$ cat config.mk
export PLATFORM = sky130hd
export DESIGN_NAME = sdram_load_arbiter
export DESIGN_NICKNAME = d
export VERILOG_FILES = /design/src/rtl/nes_mem_pkg.sv /design/src/rtl/sync_fifo_small.sv /design/src/rtl/sdram_load_arbiter.sv
export SDC_FILE = /design/constraint.sdc
export NUM_CORES = 1
export LEC_CHECK = 0
export BUFFER_PORTS_ARGS = -buffer_cell sky130_fd_sc_hd__buf_2
export CAP_MARGIN = 5
export CORE_MARGIN = 10
export CORE_UTILIZATION = 57
export CTS_BUF_LIST = sky130_fd_sc_hd__clkbuf_8
export DETAILED_ROUTE_END_ITERATION = 6
export HOLD_SLACK_MARGIN = 0.06
export PLACE_DENSITY_LB_ADDON = 0.25
export SLEW_MARGIN = 40
export SYNTH_ARGS = -nofsm -noshare
export SYNTH_HDL_FRONTEND = slang
export SYNTH_SLANG_ARGS = --single-unit
$ cat constraint.sdc
create_clock -name clk -period 5.4 [get_ports clk]
set_clock_uncertainty 0.05 [all_clocks]
set_input_delay 1.08 -clock clk [delete_from_list [all_inputs] [get_ports clk]]
set_output_delay 1.08 -clock clk [all_outputs]
set_load 0.005 [all_outputs]
$ cat src/rtl/nes_mem_pkg.sv
// Shared types for the NES memory-port glue: arbiter states and the loader write record.
package nes_mem_pkg;

    localparam int NES_ADDR_W = 22;

    typedef enum logic [2:0] {BOOT, LOAD, DRAIN, HOLD, RUN} arb_state_t;

    typedef struct packed {
        logic [NES_ADDR_W-1:0] addr;
        logic [7:0]            data;
    } ld_wr_t;

endpackage

$ cat src/rtl/sync_fifo_small.sv
// Small synchronous FIFO with register storage; push while full is accepted only alongside a pop.
module sync_fifo_small #(
    parameter int WIDTH = 8,
    parameter int DEPTH = 4
) (
    input  logic             clk,
    input  logic             rst_n,
    input  logic             push,
    input  logic [WIDTH-1:0] din,
    input  logic             pop,
    output logic [WIDTH-1:0] dout,
    output logic             full,
    output logic             empty
);
    localparam int AW = $clog2(DEPTH);

    logic [WIDTH-1:0] mem_q [DEPTH];
    logic [AW:0]      wr_ptr_q, wr_ptr_d;
    logic [AW:0]      rd_ptr_q, rd_ptr_d;
    logic             do_push, do_pop;

    assign empty   = (wr_ptr_q == rd_ptr_q);
    assign full    = (wr_ptr_q[AW] != rd_ptr_q[AW]) && (wr_ptr_q[AW-1:0] == rd_ptr_q[AW-1:0]);
    assign do_pop  = pop && !empty;
    assign do_push = push && (!full || do_pop);
    assign dout    = mem_q[rd_ptr_q[AW-1:0]];

    always_comb begin
        wr_ptr_d = wr_ptr_q;
        rd_ptr_d = rd_ptr_q;
        if (do_push) wr_ptr_d = wr_ptr_q + 1'b1;
        if (do_pop)  rd_ptr_d = rd_ptr_q + 1'b1;
    end

    always_ff @(posedge clk or negedge rst_n) begin
        if (!rst_n) begin
            wr_ptr_q <= '0;
            rd_ptr_q <= '0;
        end else begin
            wr_ptr_q <= wr_ptr_d;
            rd_ptr_q <= rd_ptr_d;
        end
    end

    // Storage needs no reset: pointers alone define what is valid.
    always_ff @(posedge clk) begin
        if (do_push) mem_q[wr_ptr_q[AW-1:0]] <= din;
    end

endmodule

$ cat src/rtl/sdram_load_arbiter.sv
// SDRAM port A owner: loader writes are slotted onto nes_ce, the CPU gets the port after the
// FIFO drains, and reset_nes brackets the whole download plus a fixed settling window.
module sdram_load_arbiter
    import nes_mem_pkg::*;
#(
    parameter int FIFO_DEPTH        = 4,
    parameter int ISSUE_PHASE       = 3,
    parameter int POST_RESET_CYCLES = 255
) (
    input  logic                  clk,
    input  logic                  resetn,
    input  logic [1:0]            nes_ce,
    input  logic                  sys_reset,
    input  logic                  load_done,
    input  logic                  ld_wr,
    input  logic [NES_ADDR_W-1:0] ld_addr,
    input  logic [7:0]            ld_data,
    input  logic [NES_ADDR_W-1:0] cpu_addr,
    input  logic                  cpu_wr,
    input  logic [7:0]            cpu_dout,
    output logic [NES_ADDR_W-1:0] mem_addr,
    output logic                  mem_we,
    output logic [7:0]            mem_din,
    output logic                  reset_nes,
    output logic                  loader_owns,
    output logic                  overflow
);
    arb_state_t  state_q, state_d;
    logic [15:0] cnt_q, cnt_d;
    ld_wr_t      slot_q, slot_d;
    logic        slot_we_q, slot_we_d;
    logic        load_done_q;
    logic        reset_nes_q, reset_nes_d;
    logic        overflow_q, overflow_d;

    ld_wr_t      push_ent, head;
    logic        fifo_full, fifo_empty, pop, issue, owns, done_fall;

    assign owns      = (state_q == BOOT) || (state_q == LOAD) || (state_q == DRAIN);
    assign issue     = owns && (nes_ce == 2'(ISSUE_PHASE));
    assign pop       = issue && !fifo_empty;
    assign done_fall = load_done_q && !load_done;

    always_comb begin
        push_ent      = '0;
        push_ent.addr = ld_addr;
        push_ent.data = ld_data;
    end

    sync_fifo_small #(
        .WIDTH($bits(ld_wr_t)),
        .DEPTH(FIFO_DEPTH)
    ) u_fifo (
        .clk  (clk),
        .rst_n(resetn),
        .push (ld_wr),
        .din  (push_ent),
        .pop  (pop),
        .dout (head),
        .full (fifo_full),
        .empty(fifo_empty)
    );

    always_comb begin
        state_d    = state_q;
        cnt_d      = cnt_q;
        slot_d     = slot_q;
        slot_we_d  = slot_we_q;
        overflow_d = overflow_q;

        // A slot is replaced only on the issue clk, so every slot lasts a full nes_ce period.
        if (issue) begin
            slot_we_d = !fifo_empty;
            if (!fifo_empty) slot_d = head;
        end

        unique case (state_q)
            BOOT:  if (ld_wr) state_d = LOAD;
            LOAD:  if (load_done) state_d = DRAIN;
            DRAIN: begin
                // An active slot finishes exactly on the next issue clk.
                if (fifo_empty && (!slot_we_q || issue)) begin
                    state_d = HOLD;
                    cnt_d   = 16'(POST_RESET_CYCLES);
                end
            end
            HOLD: begin
                if (done_fall)        state_d = LOAD;
                else if (cnt_q == 16'd1) state_d = RUN;
                else                  cnt_d = cnt_q - 16'd1;
            end
            RUN: begin
                if (done_fall) begin
                    state_d    = LOAD;
                    overflow_d = 1'b0;
                end
            end
            default: state_d = BOOT;
        endcase

        if (ld_wr && fifo_full && !pop) overflow_d = 1'b1;

        reset_nes_d = (state_d != RUN) || sys_reset;
    end

    always_ff @(posedge clk or negedge resetn) begin
        if (!resetn) begin
            state_q     <= BOOT;
            cnt_q       <= '0;
            slot_q      <= '0;
            slot_we_q   <= 1'b0;
            load_done_q <= 1'b0;
            reset_nes_q <= 1'b1;
            overflow_q  <= 1'b0;
        end else begin
            state_q     <= state_d;
            cnt_q       <= cnt_d;
            slot_q      <= slot_d;
            slot_we_q   <= slot_we_d;
            load_done_q <= load_done;
            reset_nes_q <= reset_nes_d;
            overflow_q  <= overflow_d;
        end
    end

    assign mem_addr    = owns ? slot_q.addr : cpu_addr;
    assign mem_we      = owns ? slot_we_q   : cpu_wr;
    assign mem_din     = owns ? slot_q.data : cpu_dout;
    assign reset_nes   = reset_nes_q;
    assign loader_owns = owns;
    assign overflow    = overflow_q;

endmodule

== Yosys cells after proc, flatten, opt, wreduce, memory -nomap -nowiden ==
Memory sizes are Yosys's and may differ from the RTL's. A register that Yosys moved wholly into a read port is not among the register bits.
Cells that the tools add are included.
Cells by class
  add/sub/neg operators: 3
  equality and inequality tests: 13
  muxes and demuxes: 19
  bitwise logic cells: 1
  reduce and logical (&&, ||, !) cells: 27
Operators with widths (number)
  $mux 16: 3
  $pmux 16 s2: 1
  $mux 22: 1
  $mux 3: 6
  $eq 16x1->1 const B: 1
  $sub 16x1->16 const B: 1
  $pmux 3 s5: 1
  $logic_and 1x1->1: 9
  $mux 8: 1
  $add 3x1->3 const B: 2
  $eq 3x2->1 const B: 2
  $logic_not 1->1: 6
  $mux 1: 6
  $reduce_bool 2->1: 3
  $logic_or 1x1->1: 5
  $ne 2x2->1 const B: 2
  $reduce_and 2->1: 2
  $reduce_and 4->1: 1
  $eq 3x1->1 const B: 1
  $eq 3x3->1: 1
  $eq 3x3->1 const B: 1
  $logic_not 3->1: 1
  $ne 3x3->1 const B: 1
  $eq 2x2->1: 1
  other kinds (4): 4
Storage, ports and cells
  bits in registers: 29
  RAM bits: 120
  input bits: 68
  output and inout bits: 34
  memories: 1
Memory list
  u_fifo.mem_q: words 4, bits a word 30, read ports 1, clocked after memory_dff 1, write ports 1, line sync_fifo_small.sv:17  | logic [WIDTH-1:0] mem_q [DEPTH];

== Depth between registers and ports, before layout ==
  depth after elaboration: 10
  gate-level depth with buffers: 8
  gate-level depth less buffers: 7

== By module ==
From an unflattened synthesis, not the netlist that was laid out.
Unflattened totals
  cells, all modules: 504
  area total of the unflattened synthesis: 7536.0 um2
Modules (own cells, without submodules)
  sync_fifo_small: instances 1, cells each 204, area each 4775.8 um2, seq. area each 3753.6 um2
  sdram_load_arbiter: instances 1, cells each 300, area each 2760.1 um2, seq. area each 1327.5 um2

== Worst setup path before layout ==
Ideal clock, no wire load.
  kind: input to register
  from: input port nes_ce[0]
  to: memory u_fifo.mem_q[3][0] (netlist name) (enable)
  setup time: 391 ps
  arrival: 2335 ps
  data required time: 4959 ps
  setup slack: 2624 ps
  stages: 3
  path buffers: 0
  cells stage by stage: a31oi_1 > a21boi_1 > and2_1
Between the ends
  word-level cells in the longest chain between the ends: 8
Ends and longest elaborated chain
  start, declared: line sdram_load_arbiter.sv:12  | input logic [1:0] nes_ce,
  $eq 2x2->1: line sdram_load_arbiter.sv:40  | assign issue = owns && (nes_ce == 2'(ISSUE_PHASE));
  $logic_and 1x1->1: line sdram_load_arbiter.sv:40
  $logic_and 1x1->1: line sdram_load_arbiter.sv:41  | assign pop = issue && !fifo_empty;
  $logic_and 1x1->1: line sync_fifo_small.sv:24  | assign do_pop = pop && !empty;
  $logic_or 1x1->1: line sync_fifo_small.sv:25  | assign do_push = push && (!full || do_pop);
  $logic_and 1x1->1: line sync_fifo_small.sv:25
  $mux 1: line sync_fifo_small.sv:47  | if (do_push) mem_q[wr_ptr_q[AW-1:0]] <= din;
  $mux 1 (implied by the code): line sync_fifo_small.sv:47
  end, declared: line sync_fifo_small.sv:17
Every way passes these cells.

== Final worst setup path ==
  from: register state_q[0]
  to: output port mem_addr[7]
Between the ends
  word-level cells in the longest chain between the ends: 4
  elaborated cells on any way between the ends: 6
  classes of those cells: eq/ne (2); mux (1); reduce/logical (3)
Ends and longest elaborated chain
  start, declared: line sdram_load_arbiter.sv:28  | arb_state_t state_q, state_d;
  start signal, assigned: line sdram_load_arbiter.sv:116  | state_q <= state_d;
  $eq 3x1->1 / $logic_not 3->1 (equally long branches): line sdram_load_arbiter.sv:39  | assign owns = (state_q == BOOT) || (state_q == LOAD) || (state_q == DRAIN);
  $logic_or 1x1->1: line sdram_load_arbiter.sv:39
  $logic_or 1x1->1 *: line sdram_load_arbiter.sv:39
  $mux 22 *: line sdram_load_arbiter.sv:126  | assign mem_addr = owns ? slot_q.addr : cpu_addr;
  end, declared: line sdram_load_arbiter.sv:21  | output logic [NES_ADDR_W-1:0] mem_addr,
Mark *: on every way between the ends. The rest lies on a longest branch, timed or not.

==> metrics <==
run status finished clean; grt total ovfl 0; Post-synth ARST share about 33%; NetSw 0.00140 W; FF+latch area around 0.0051 mm²; H-tree depth 4; Post-Syn Area 0.00738 mm²; number of CTS-inserted buffers 17; WL met2 6830 µm; drt pass-1 iters 4; routed wire length per instance between 15 and 20 µm; syn avg cell area approximately 18 µm²; post-CTS setup buffer count 0; Clk network pwr share 20.8%; sequential share of power a little under half; Post-synth EDFFs between 100 and 150; Syn. warnings 0; Antenna Nets Post-Route 0; VDD IR-drop max roughly 0.00031 V; Sw Share between 30% and 40%; PwrDens 529 mW/mm²; Post-Place Setup Slack roughly 2400 ps; Setup crit start kind flop; distinct cell type count after synthesis between 50 and 60; vias in the first global route about 4.4k; MaxCap Viol Count 0; layout cells sized above 1 between 40% and 50%; Synth area leaders edfxtp_1 (49%), dfrtp_1 (20%), mux2_2 (9.5%); TritonCTS clock tree yes; Die Height 134 µm; number of nets in the layout around 600; core area ~0.013 mm²; Post-synth top flop edfxtp_1; number of fill cells 896; # diodes 0; Seq cells post-synth roughly 180; Placer Congestion about 0.77; Clock Latency Late Sink about 460 ps; Port-buffer cells 101; final worst setup slack between 2000 and 2500 ps; post-synthesis net count between 400 and 500; critical path endpoint category output pin; hold buffers post-CTS 0; Clock Tree Buf Depth 2; period utilization 55.5%; cts repair resizes 0; # rows 41; Worst-Margin Slew between 700 and 800 ps; initial drt markers 327; dpl hpwl approximately 9000 µm; min cycle time layout 3000 ps; leak pwr between 3 and 4 nW; Global Route Usage Sum between 10% and 20%; Pint around 0.0031 W; area grow syn2layout 15.6%; area of the die ~0.018 mm²; Fmax 334 MHz; via count just under 4k; RSZ-0062 raised after global routing false; Worst-path clk slew ~90 ps; Finish-stage setup viols 0; Post-route DRC 0; power share of the combinational group ~32%; FF-to-FF setup slack 2580 ps; CP Class reg2out; most common cell after layout, fill and taps aside edfxtp_1; cell taking the most area after synthesis edfxtp_1; Multi-input gate area between 0.002 and 0.0025 mm²; Crit Path Max Fanout 14; WL met1 between 5000 and 6000 µm; Hold Path Class reg2reg; via density per instance around 5.6; sequential area share after synthesis between 60 and 70%; data required time of the worst path 4270 ps; Fin. Hold Viols 0; Root Buffer clkbuf_8; met3 wire length between 700 and 800 µm; I/O pin count about 100; Starting Density 58.3%; first-pass GRT wire length about 23000 µm; worst path arrival time between 1500 and 2000 ps; area fraction of the dominant cell type after synthesis roughly 50%; commonest non-fill, non-tap cells in the layout edfxtp_1 (120), buf_2 (101), mux2_2 (62), dfrtp_1 (57), mux4_2 (30); initial antenna violation count 0; TNS Setup 0 ps; Clock Sinks ~180; die width approximately 130 µm; pin count of the biggest net entering global routing 60; Gate Count Post-Synth around 410; top layer in use met4; Max Transition Viols Final 0; Total Wirelength roughly 14000 µm; max_slew headroom between 40% and 50%
## power groups by stage
stage,clock network (W),registers [W],logic (W)
finish,0.000940,0.00213,0.00144
global route,0.00103,0.00218,0.00159
CTS,0.000961,0.00214,0.00147
detailed placement,0,0.00217,0.00146
global placement,0,0.00213,0.00141
floorplan,0,0.00203,0.00108
## cell families after synthesis
family | after synthesis | synth area share, %
AOI/OAI and AO/OA | 31 | 3.05
xor gates and xnor gates | 12 | 1.42
adders and majority gates | 7 | 1.19
buffers and inverters | 25 | 1.42
DFF | 179 | 68.8
muxes | 95 | 19.0
and+or+nand+nor | 59 | 5.08
## per-stage QoR
stage	instance area, µm²	total power [W]	cells	utilization, %	hold WS, ps
after floorplan	7380	0.00312	408	-	412
after global placement	8080	0.00354	667	63.7	430
after detailed placement	8110	0.00362	669	64.0	440
after CTS	8530	0.00457	701	67.3	456
after global routing	8530	0.00480	701	67.4	473
final	8530	0.00451	701	67.4	453
## state kept, by name, indices dropped and copies added (netlist names)
name and cells:
slot_we_q 1, load_done_q 1, state_q 3, u_fifo.rd_ptr_q 3, cnt_q 16, overflow 1
u_fifo.mem_q 120, slot_q 30, reset_nes 1, u_fifo.wr_ptr_q 3
## synth_stat cells, drive strengths merged, types with 2 or more instances
library cell and number:
nor2 10, nor3 7, or4 4, dfrtp 58, and3 2, nand2b 4
mux2i 3, a21oi 6, a21o 2, o211ai 3, xor2 9, o31ai 2
a31oi 2, nand3 7, nand4b 2, xnor2 3, ha 7, mux2 62
edfxtp 120, buf 7, nand2 8, nand3b 2, nand4 2, o21ai 6
inv 8, mux4 30, clkbuf 10, and2 4
## layer usage
layer | track usage [%] | up-vias
met5 | 0 | -
met2 | 25.6 | 113
met4 | 5.14 | 0
li1 | - | 1822
met1 | 20.7 | 1994
met3 | 5.34 | 12
## final timing paths
path                                  endpoint  cells past startpoint          startpoint
max                                mem_addr[7]                      4          state_q[0]
min                         u_fifo.rd_ptr_q[2]                      1  u_fifo.rd_ptr_q[2]
max reg2reg                u_fifo.mem_q[0][29]                      4  u_fifo.rd_ptr_q[0]
min reg2reg                 u_fifo.rd_ptr_q[2]                      1  u_fifo.rd_ptr_q[2]
max in group asynchronous   u_fifo.rd_ptr_q[0]                      2              resetn
min in group asynchronous             cnt_q[4]                      2              resetn
## worst max-delay path: stages, from the launching register on
cell and delay (ps):
dfrtp_1 460, a21oi_4 250, buf_8 200, mux2_2 350
buf_2 130
## layout make-up
class / instances / share of cell area, %
sequential: 179 / 59.6
multi-input combinational: 204 / 26.1
timing repair buffer: 106 / 6.58
clock buffer: 17 / 2.74
tap: 172 / 2.52
clock inverter: 15 / 2.16
inverter: 8 / 0.352
No activity file was read; power rests on OpenSTA's default activity.
